File: src/rtl/sram_rr_arbiter_if.sv
// Request/response bundle for the two requesters (A and B) of the SRAM arbiter.
// A request transfers on a rising edge where valid && ready; ready is a same-cycle function of both valids; rvalid is a one-cycle pulse with no backpressure.
interface sram_rr_arbiter_if #(
    parameter int DATA_WIDTH = 32,
    parameter int ADDR_WIDTH = 10
);
    logic                  a_valid;
    logic                  a_ready;
    logic                  a_we;
    logic [ADDR_WIDTH-1:0] a_addr;
    logic [DATA_WIDTH-1:0] a_wdata;
    logic                  a_rvalid;
    logic [DATA_WIDTH-1:0] a_rdata;

    logic                  b_valid;
    logic                  b_ready;
    logic                  b_we;
    logic [ADDR_WIDTH-1:0] b_addr;
    logic [DATA_WIDTH-1:0] b_wdata;
    logic                  b_rvalid;
    logic [DATA_WIDTH-1:0] b_rdata;

    modport slave (
        input  a_valid, a_we, a_addr, a_wdata,
        output a_ready, a_rvalid, a_rdata,
        input  b_valid, b_we, b_addr, b_wdata,
        output b_ready, b_rvalid, b_rdata
    );

    modport master (
        output a_valid, a_we, a_addr, a_wdata,
        input  a_ready, a_rvalid, a_rdata,
        output b_valid, b_we, b_addr, b_wdata,
        input  b_ready, b_rvalid, b_rdata
    );
endinterface

File: src/rtl/sram_rr_arbiter.sv
// Round-robin arbiter/sequencer for two requesters sharing one single-port OpenRAM macro.
// Optionally zero-fills the array after reset; read data returns two cycles after the grant.
module sram_rr_arbiter #(
    parameter int DATA_WIDTH     = 32,
    parameter int ADDR_WIDTH     = 10,
    parameter bit CLEAR_ON_RESET = 1'b1
) (
    input  logic                  clk0,
    input  logic                  resetb,
    sram_rr_arbiter_if.slave      req,
    output logic                  sram_csb0,
    output logic                  sram_web0,
    output logic [ADDR_WIDTH-1:0] sram_addr0,
    output logic [DATA_WIDTH-1:0] sram_din0,
    input  logic [DATA_WIDTH-1:0] sram_dout0,
    output logic                  init_done,
    output logic                  dbg_state
);
    typedef enum logic {
        ST_CLEAR = 1'b0,
        ST_RUN   = 1'b1
    } state_t;

    localparam logic                  PORT_A      = 1'b0;
    localparam logic                  PORT_B      = 1'b1;
    localparam state_t                RESET_STATE = CLEAR_ON_RESET ? ST_CLEAR : ST_RUN;
    localparam logic [ADDR_WIDTH-1:0] CNT_ONE     = {{(ADDR_WIDTH-1){1'b0}}, 1'b1};

    state_t                state_q, state_d;
    logic                  ptr_q, ptr_d;
    logic [ADDR_WIDTH-1:0] clr_cnt_q, clr_cnt_d;
    logic                  csb_q, csb_d;
    logic                  web_q, web_d;
    logic [ADDR_WIDTH-1:0] addr_q, addr_d;
    logic [DATA_WIDTH-1:0] din_q, din_d;
    logic [1:0]            rd_v_q, rd_v_d;
    logic [1:0]            rd_port_q, rd_port_d;
    logic                  a_rvalid_q, a_rvalid_d;
    logic                  b_rvalid_q, b_rvalid_d;
    logic [DATA_WIDTH-1:0] a_rdata_q, a_rdata_d;
    logic [DATA_WIDTH-1:0] b_rdata_q, b_rdata_d;
    logic                  a_ready, b_ready, run_en;

    // Gated by resetb so nothing is offered or reported done while reset is held.
    assign run_en = (state_q == ST_RUN) && resetb;

    always_comb begin
        state_d    = state_q;
        ptr_d      = ptr_q;
        clr_cnt_d  = clr_cnt_q;
        csb_d      = 1'b1;
        web_d      = 1'b1;
        addr_d     = addr_q;
        din_d      = din_q;
        rd_v_d     = {rd_v_q[0], 1'b0};
        rd_port_d  = {rd_port_q[0], 1'b0};
        a_ready    = 1'b0;
        b_ready    = 1'b0;
        a_rvalid_d = rd_v_q[1] && (rd_port_q[1] == PORT_A);
        b_rvalid_d = rd_v_q[1] && (rd_port_q[1] == PORT_B);
        a_rdata_d  = a_rvalid_d ? sram_dout0 : a_rdata_q;
        b_rdata_d  = b_rvalid_d ? sram_dout0 : b_rdata_q;

        case (state_q)
            ST_CLEAR: begin
                csb_d     = 1'b0;
                web_d     = 1'b0;
                addr_d    = clr_cnt_q;
                din_d     = '0;
                clr_cnt_d = clr_cnt_q + CNT_ONE;
                if (clr_cnt_q == '1) begin
                    state_d = ST_RUN;
                end
            end
            ST_RUN: begin
                a_ready = run_en && req.a_valid && (!req.b_valid || ptr_q == PORT_B);
                b_ready = run_en && req.b_valid && (!req.a_valid || ptr_q == PORT_A);
                if (a_ready) begin
                    csb_d        = 1'b0;
                    web_d        = !req.a_we;
                    addr_d       = req.a_addr;
                    ptr_d        = PORT_A;
                    rd_v_d[0]    = !req.a_we;
                    rd_port_d[0] = PORT_A;
                    if (req.a_we) begin
                        din_d = req.a_wdata;
                    end
                end else if (b_ready) begin
                    csb_d        = 1'b0;
                    web_d        = !req.b_we;
                    addr_d       = req.b_addr;
                    ptr_d        = PORT_B;
                    rd_v_d[0]    = !req.b_we;
                    rd_port_d[0] = PORT_B;
                    if (req.b_we) begin
                        din_d = req.b_wdata;
                    end
                end
            end
            default: begin
                state_d = RESET_STATE;
            end
        endcase
    end

    always_ff @(posedge clk0) begin
        if (!resetb) begin
            state_q    <= RESET_STATE;
            ptr_q      <= PORT_B;
            clr_cnt_q  <= '0;
            csb_q      <= 1'b1;
            web_q      <= 1'b1;
            addr_q     <= '0;
            din_q      <= '0;
            rd_v_q     <= '0;
            rd_port_q  <= '0;
            a_rvalid_q <= 1'b0;
            b_rvalid_q <= 1'b0;
            a_rdata_q  <= '0;
            b_rdata_q  <= '0;
        end else begin
            state_q    <= state_d;
            ptr_q      <= ptr_d;
            clr_cnt_q  <= clr_cnt_d;
            csb_q      <= csb_d;
            web_q      <= web_d;
            addr_q     <= addr_d;
            din_q      <= din_d;
            rd_v_q     <= rd_v_d;
            rd_port_q  <= rd_port_d;
            a_rvalid_q <= a_rvalid_d;
            b_rvalid_q <= b_rvalid_d;
            a_rdata_q  <= a_rdata_d;
            b_rdata_q  <= b_rdata_d;
        end
    end

    assign req.a_ready  = a_ready;
    assign req.b_ready  = b_ready;
    assign req.a_rvalid = a_rvalid_q;
    assign req.b_rvalid = b_rvalid_q;
    assign req.a_rdata  = a_rdata_q;
    assign req.b_rdata  = b_rdata_q;

    assign sram_csb0  = csb_q;
    assign sram_web0  = web_q;
    assign sram_addr0 = addr_q;
    assign sram_din0  = din_q;
    assign init_done  = run_en;
    assign dbg_state  = state_q;
endmodule

File: src/flat_wrapper.sv
// flat-port wrapper written by rule: the top's interface ports become plain ports
module sram_rr_arbiter_flat 
#(
    parameter int DATA_WIDTH     = 32,
    parameter int ADDR_WIDTH     = 10,
    parameter bit CLEAR_ON_RESET = 1'b1
)
  (clk0, resetb, sram_csb0, sram_web0, sram_addr0, sram_din0, sram_dout0, init_done, dbg_state, req_a_valid, req_a_we, req_a_addr, req_a_wdata, req_a_ready, req_a_rvalid, req_a_rdata, req_b_valid, req_b_we, req_b_addr, req_b_wdata, req_b_ready, req_b_rvalid, req_b_rdata);
  sram_rr_arbiter_if #(.DATA_WIDTH(DATA_WIDTH), .ADDR_WIDTH(ADDR_WIDTH)) req_i ();
  input  logic clk0;
  input  logic resetb;
  output logic sram_csb0;
  output logic sram_web0;
  output logic [ADDR_WIDTH-1:0] sram_addr0;
  output logic [DATA_WIDTH-1:0] sram_din0;
  input  logic [DATA_WIDTH-1:0] sram_dout0;
  output logic init_done;
  output logic dbg_state;
  input wire logic [$bits(req_i.a_valid)-1:0] req_a_valid;
  input wire logic [$bits(req_i.a_we)-1:0] req_a_we;
  input wire logic [$bits(req_i.a_addr)-1:0] req_a_addr;
  input wire logic [$bits(req_i.a_wdata)-1:0] req_a_wdata;
  output wire logic [$bits(req_i.a_ready)-1:0] req_a_ready;
  output wire logic [$bits(req_i.a_rvalid)-1:0] req_a_rvalid;
  output wire logic [$bits(req_i.a_rdata)-1:0] req_a_rdata;
  input wire logic [$bits(req_i.b_valid)-1:0] req_b_valid;
  input wire logic [$bits(req_i.b_we)-1:0] req_b_we;
  input wire logic [$bits(req_i.b_addr)-1:0] req_b_addr;
  input wire logic [$bits(req_i.b_wdata)-1:0] req_b_wdata;
  output wire logic [$bits(req_i.b_ready)-1:0] req_b_ready;
  output wire logic [$bits(req_i.b_rvalid)-1:0] req_b_rvalid;
  output wire logic [$bits(req_i.b_rdata)-1:0] req_b_rdata;
  assign req_i.a_valid = req_a_valid;
  assign req_i.a_we = req_a_we;
  assign req_i.a_addr = req_a_addr;
  assign req_i.a_wdata = req_a_wdata;
  assign req_a_ready = req_i.a_ready;
  assign req_a_rvalid = req_i.a_rvalid;
  assign req_a_rdata = req_i.a_rdata;
  assign req_i.b_valid = req_b_valid;
  assign req_i.b_we = req_b_we;
  assign req_i.b_addr = req_b_addr;
  assign req_i.b_wdata = req_b_wdata;
  assign req_b_ready = req_i.b_ready;
  assign req_b_rvalid = req_i.b_rvalid;
  assign req_b_rdata = req_i.b_rdata;
  sram_rr_arbiter #(.DATA_WIDTH(DATA_WIDTH), .ADDR_WIDTH(ADDR_WIDTH), .CLEAR_ON_RESET(CLEAR_ON_RESET)) u_core (.clk0(clk0), .resetb(resetb), .req(req_i), .sram_csb0(sram_csb0), .sram_web0(sram_web0), .sram_addr0(sram_addr0), .sram_din0(sram_din0), .sram_dout0(sram_dout0), .init_done(init_done), .dbg_state(dbg_state));
endmodule
File: config.mk
export PLATFORM = sky130hd
export DESIGN_NAME = sram_rr_arbiter_flat
export DESIGN_NICKNAME = d
export VERILOG_FILES = /design/src/rtl/sram_rr_arbiter_if.sv /design/src/rtl/sram_rr_arbiter.sv /design/src/flat_wrapper.sv
export SDC_FILE = /design/constraint.sdc
export NUM_CORES = 1
export LEC_CHECK = 0
export ABC_AREA = 0
export ABC_CLOCK_PERIOD_IN_PS = 2300
export CAP_MARGIN = 20
export CORE_UTILIZATION = 45
export CTS_CLUSTER_DIAMETER = 100
export DETAILED_ROUTE_END_ITERATION = 6
export HOLD_SLACK_MARGIN = 0.12
export PLACE_DENSITY = 0.91
export SLEW_MARGIN = 20
export SYNTH_ARGS = -nofsm -noshare
export SYNTH_HDL_FRONTEND = slang
export SYNTH_SLANG_ARGS = --single-unit
File: constraint.sdc
create_clock -name clk0 -period 2.3 [get_ports clk0]
set_input_delay 0.69 -clock clk0 [delete_from_list [all_inputs] [get_ports clk0]]
set_output_delay 0.69 -clock clk0 [all_outputs]
set_load 0.01 [all_outputs]
==> flow_summary.yaml <==
outcome:
  status: "completed"
clock_tree:
  hold_buffers: 0
  clock_latency_ns: 0.40
  cts_made_buffers: 17
  cts_tree: "done"
  clk_pin_slew_worst_paths_ns: 0.06
  htree_num_levels: 4
  cts_sinks: 126
  cts_buffer_depth: 2
  root_buffer: "clkbuf_16"
route:
  drc: 0
  antenna_left: 0
  drt_wl_total_mm: 16.52
  detail_route.wl_per_cell_um: 16.73
  firstDrtPassIters: 5
  vias_per_cell: 5.558
  dr_total_vias: 5486
  drt-initial-drc-count: 353
sta:
  timing.final.crit_period_ns: 2.215
  rsz0062_at_grt: "no"
  fin_skew_ns: 0.007564
  slew_headroom_pct: 55.84
  setup_viol_count_final: 0
  hold_viol_final: 0
  drv_slew: 0
  holdWs_ns: 0.4472
  post-route-period-util_pct: 96.30
  worst_slew_pin_slew_ns: 0.6610
  max_freq_mhz: 451.5
logic_synthesis:
  synthTopCellsByArea: "dfxtp_1, nand2_1, a21boi_0"
  syn_nets: 727
  synth_cell_types: 39
  synth-edff-count: 0
  ys.warnings.count: 0
  synth_top_area_share_pct: 49.32
  ys_async_sr_fraction_pct: 0
  avgSynthCellArea_sq_um: 8.468
  synth_top_cell_by_area: "dfxtp_1"
  synth_area_sq_um: 5115
  ys_ff_latch: 126
  ys.flop_type: "dfxtp_1"
  yosysSeqAreaShare_pct: 49.32
  syn_inst: 604
finish:
  register_area_sq_um: 2524
  fin_cells: 987
  n_fill_cell: 722
  multi_input_area_sq_um: 2341
  antennaDiodeCount: 0
  nets: 957
  drive_above_1_share_pct: 7.674
  syn_to_final_growth_pct: 62.08
global_routing:
  grt_pass1_wl_mm: 25.71
  grt_pass1_vias: 5434
  antenna_found_initial: 0
  grt_usage_pct: 28.00
  grt_max_degree: 87
  grt_overflow: 0
worst_setup_path:
  slowest_delay_ns: 0.57
  arrival_ns: 1.52
  start_kind: "register"
  r2r_slack_ns: 0.60
  cp-end-kind: "output pin"
  path_cells: "buf_6 -> clkdlybuf4s50_1"
  cp_slowest_cell: "clkdlybuf4s50_1"
  crit_type: "register to output pin"
  cp.required_ns: 1.61
  cp_max_fo: 25
floorplan:
  core-area_sq_um: 10940
  io_pins: 236
  die_y_um: 108.6
  rows: 38
  initial_core_util_pct: 46.77
  die_w_um: 108.6
  die-area_sq_um: 11800
placement:
  hpwl_mm: 11.56
  placed_cells: 955
  routabilityCongestion: 0.9022
  io_buffers: 235
power:
  powerDensity_nw_per_um2: 632.6
  ir_drop_mv: 0.4300
  p_leak_nw: 2.926
run:
  maxCapViolCount: 0
worst_hold_path:
  worst_hold_path_type: "register to register"
[flip-flops by register name, indices dropped and copies added (netlist names)]
| name | count |
|---|---|
| u_core.req.a_rdata | 32 |
| u_core.req.b_rdata | 32 |
| u_core.sram_din0 | 32 |
| u_core.clr_cnt_q | 10 |
| u_core.sram_addr0 | 10 |
| u_core.rd_port_q | 2 |
| u_core.rd_v_q | 2 |
| u_core.dbg_state | 1 |
| u_core.ptr_q | 1 |
| u_core.req.a_rvalid | 1 |
| u_core.req.b_rvalid | 1 |
| u_core.sram_csb0 | 1 |
| u_core.sram_web0 | 1 |
[Yosys cell counts, types with 8 or more instances]
| master | instances |
|---|---|
| a31oi_1 | 8 |
| o21ai_0 | 9 |
| buf_2 | 10 |
| nor4_1 | 8 |
| a21boi_0 | 70 |
| and2_1 | 15 |
| xnor2_1 | 8 |
| nand3_1 | 26 |
| dfxtp_1 | 126 |
| a311oi_1 | 10 |
| o22ai_1 | 14 |
| clkbuf_1 | 36 |
| nor3_1 | 38 |
| o2bb2ai_1 | 9 |
| nand2_1 | 157 |
[critical path: cells and delay by family (launching register included)]
kind                   cells  cell delay, ns
buffers and inverters      2            0.78
DFF                        1            0.34
[metal layers]
metal / wire length, um / vias to the layer above / GRT usage, %
met5: 0 / - / 0
met3: 1135 / 48 / 6.515
li1: - / 2562 / -
met2: 8468 / 303 / 50.59
met4: 482 / 0 / 12.84
met1: 6428 / 2573 / 30.99
[stage by stage]
| stage | utilization (%) | setup WS, ns | cell area [sq um] | TNS, ns | total power, W |
|---|---|---|---|---|---|
| 2_1_floorplan | - | 0.3496 | 5115 | 0 | 0.002325 |
| 3_3_place_gp | 70.25 | -0.3564 | 7682 | -1.628 | 0.002577 |
| 3_5_place_dp | 70.25 | -0.3856 | 7682 | -3.457 | 0.002582 |
| 4_1_cts | 75.78 | 0.02422 | 8287 | 0 | 0.005266 |
| 5_1_grt | 75.81 | 0.02375 | 8290 | 0 | 0.005393 |
| 6_report | 75.81 | 0.08513 | 8290 | 0 | 0.005244 |
[repair_timing]
item	CTS	global route
setup endpoints to repair	3	2
pin swaps	0	0
gates resized for setup	5	2
buffers inserted	0	0
[cell families (layout without fill, tap and decap cells)]
family | Yosys count | in the layout | synth area share, %
and+or+nand+nor | 269 | 269 | 23.83
DFF | 126 | 126 | 49.32
adders and majority gates | 1 | 1 | 0.2446
buffers and inverters | 59 | 302 | 4.965
muxes | 3 | 3 | 0.5871
AOI/OAI and AO/OA | 138 | 138 | 19.69
xor gates and xnor gates | 8 | 8 | 1.370
[power by group]
group | total [W] | internal [W] | leakage, nW | switching [W]
Clock | 0.00271 | 0.00173 | 0.300 | 0.000971
Combinational | 0.000339 | 0.000230 | 1.61 | 0.000109
Sequential | 0.00220 | 0.00219 | 1.02 | 0.00000719
Total | 0.00524 | 0.00416 | 2.93 | 0.00109
[final cells by class]
class / count / area share (%)
clock buffer: 18 / 5.297
clock inverter: 14 / 2.007
inverter: 8 / 0.3773
multi-input combinational: 419 / 28.24
sequential: 126 / 30.44
tap: 140 / 2.113
timing repair buffer: 262 / 31.53
[layout by cell type, fill, tap and decap left out, drive strengths merged, types with 2 or more instances in the layout]
| master | instances |
|---|---|
| buf | 28 |
| a311oi | 10 |
| dfxtp | 126 |
| clkbuf | 18 |
| mux2i | 3 |
| and2 | 15 |
| bufinv | 3 |
| nand3 | 26 |
| and3 | 6 |
| a21boi | 70 |
| o21a | 4 |
| nand2 | 158 |
| a21oi | 5 |
| nor2b | 4 |
| o2bb2ai | 9 |
| a31oi | 8 |
| dlygate4sd2 | 4 |
| inv | 8 |
| nand4 | 4 |
| nand2b | 3 |
| clkdlybuf4s50 | 229 |
| clkinv | 10 |
| xnor2 | 8 |
| o22ai | 14 |
| a221o | 4 |
| nor4 | 8 |
| and4 | 3 |
| nor2 | 2 |
| nor3 | 39 |
| o31ai | 2 |
| o21ai | 9 |
[final timing paths]
kind | startpoint | endpoint | cells after the start
hold reg to reg | u_core.rd_port_q[0] | u_core.rd_port_q[1] | 1
setup reg to reg | u_core.ptr_q | u_core.sram_din0[20] | 6
setup / recovery | u_core.dbg_state | dbg_state | 2
hold / removal | u_core.rd_port_q[0] | u_core.rd_port_q[1] | 1
(Power assumes the default switching activity.)
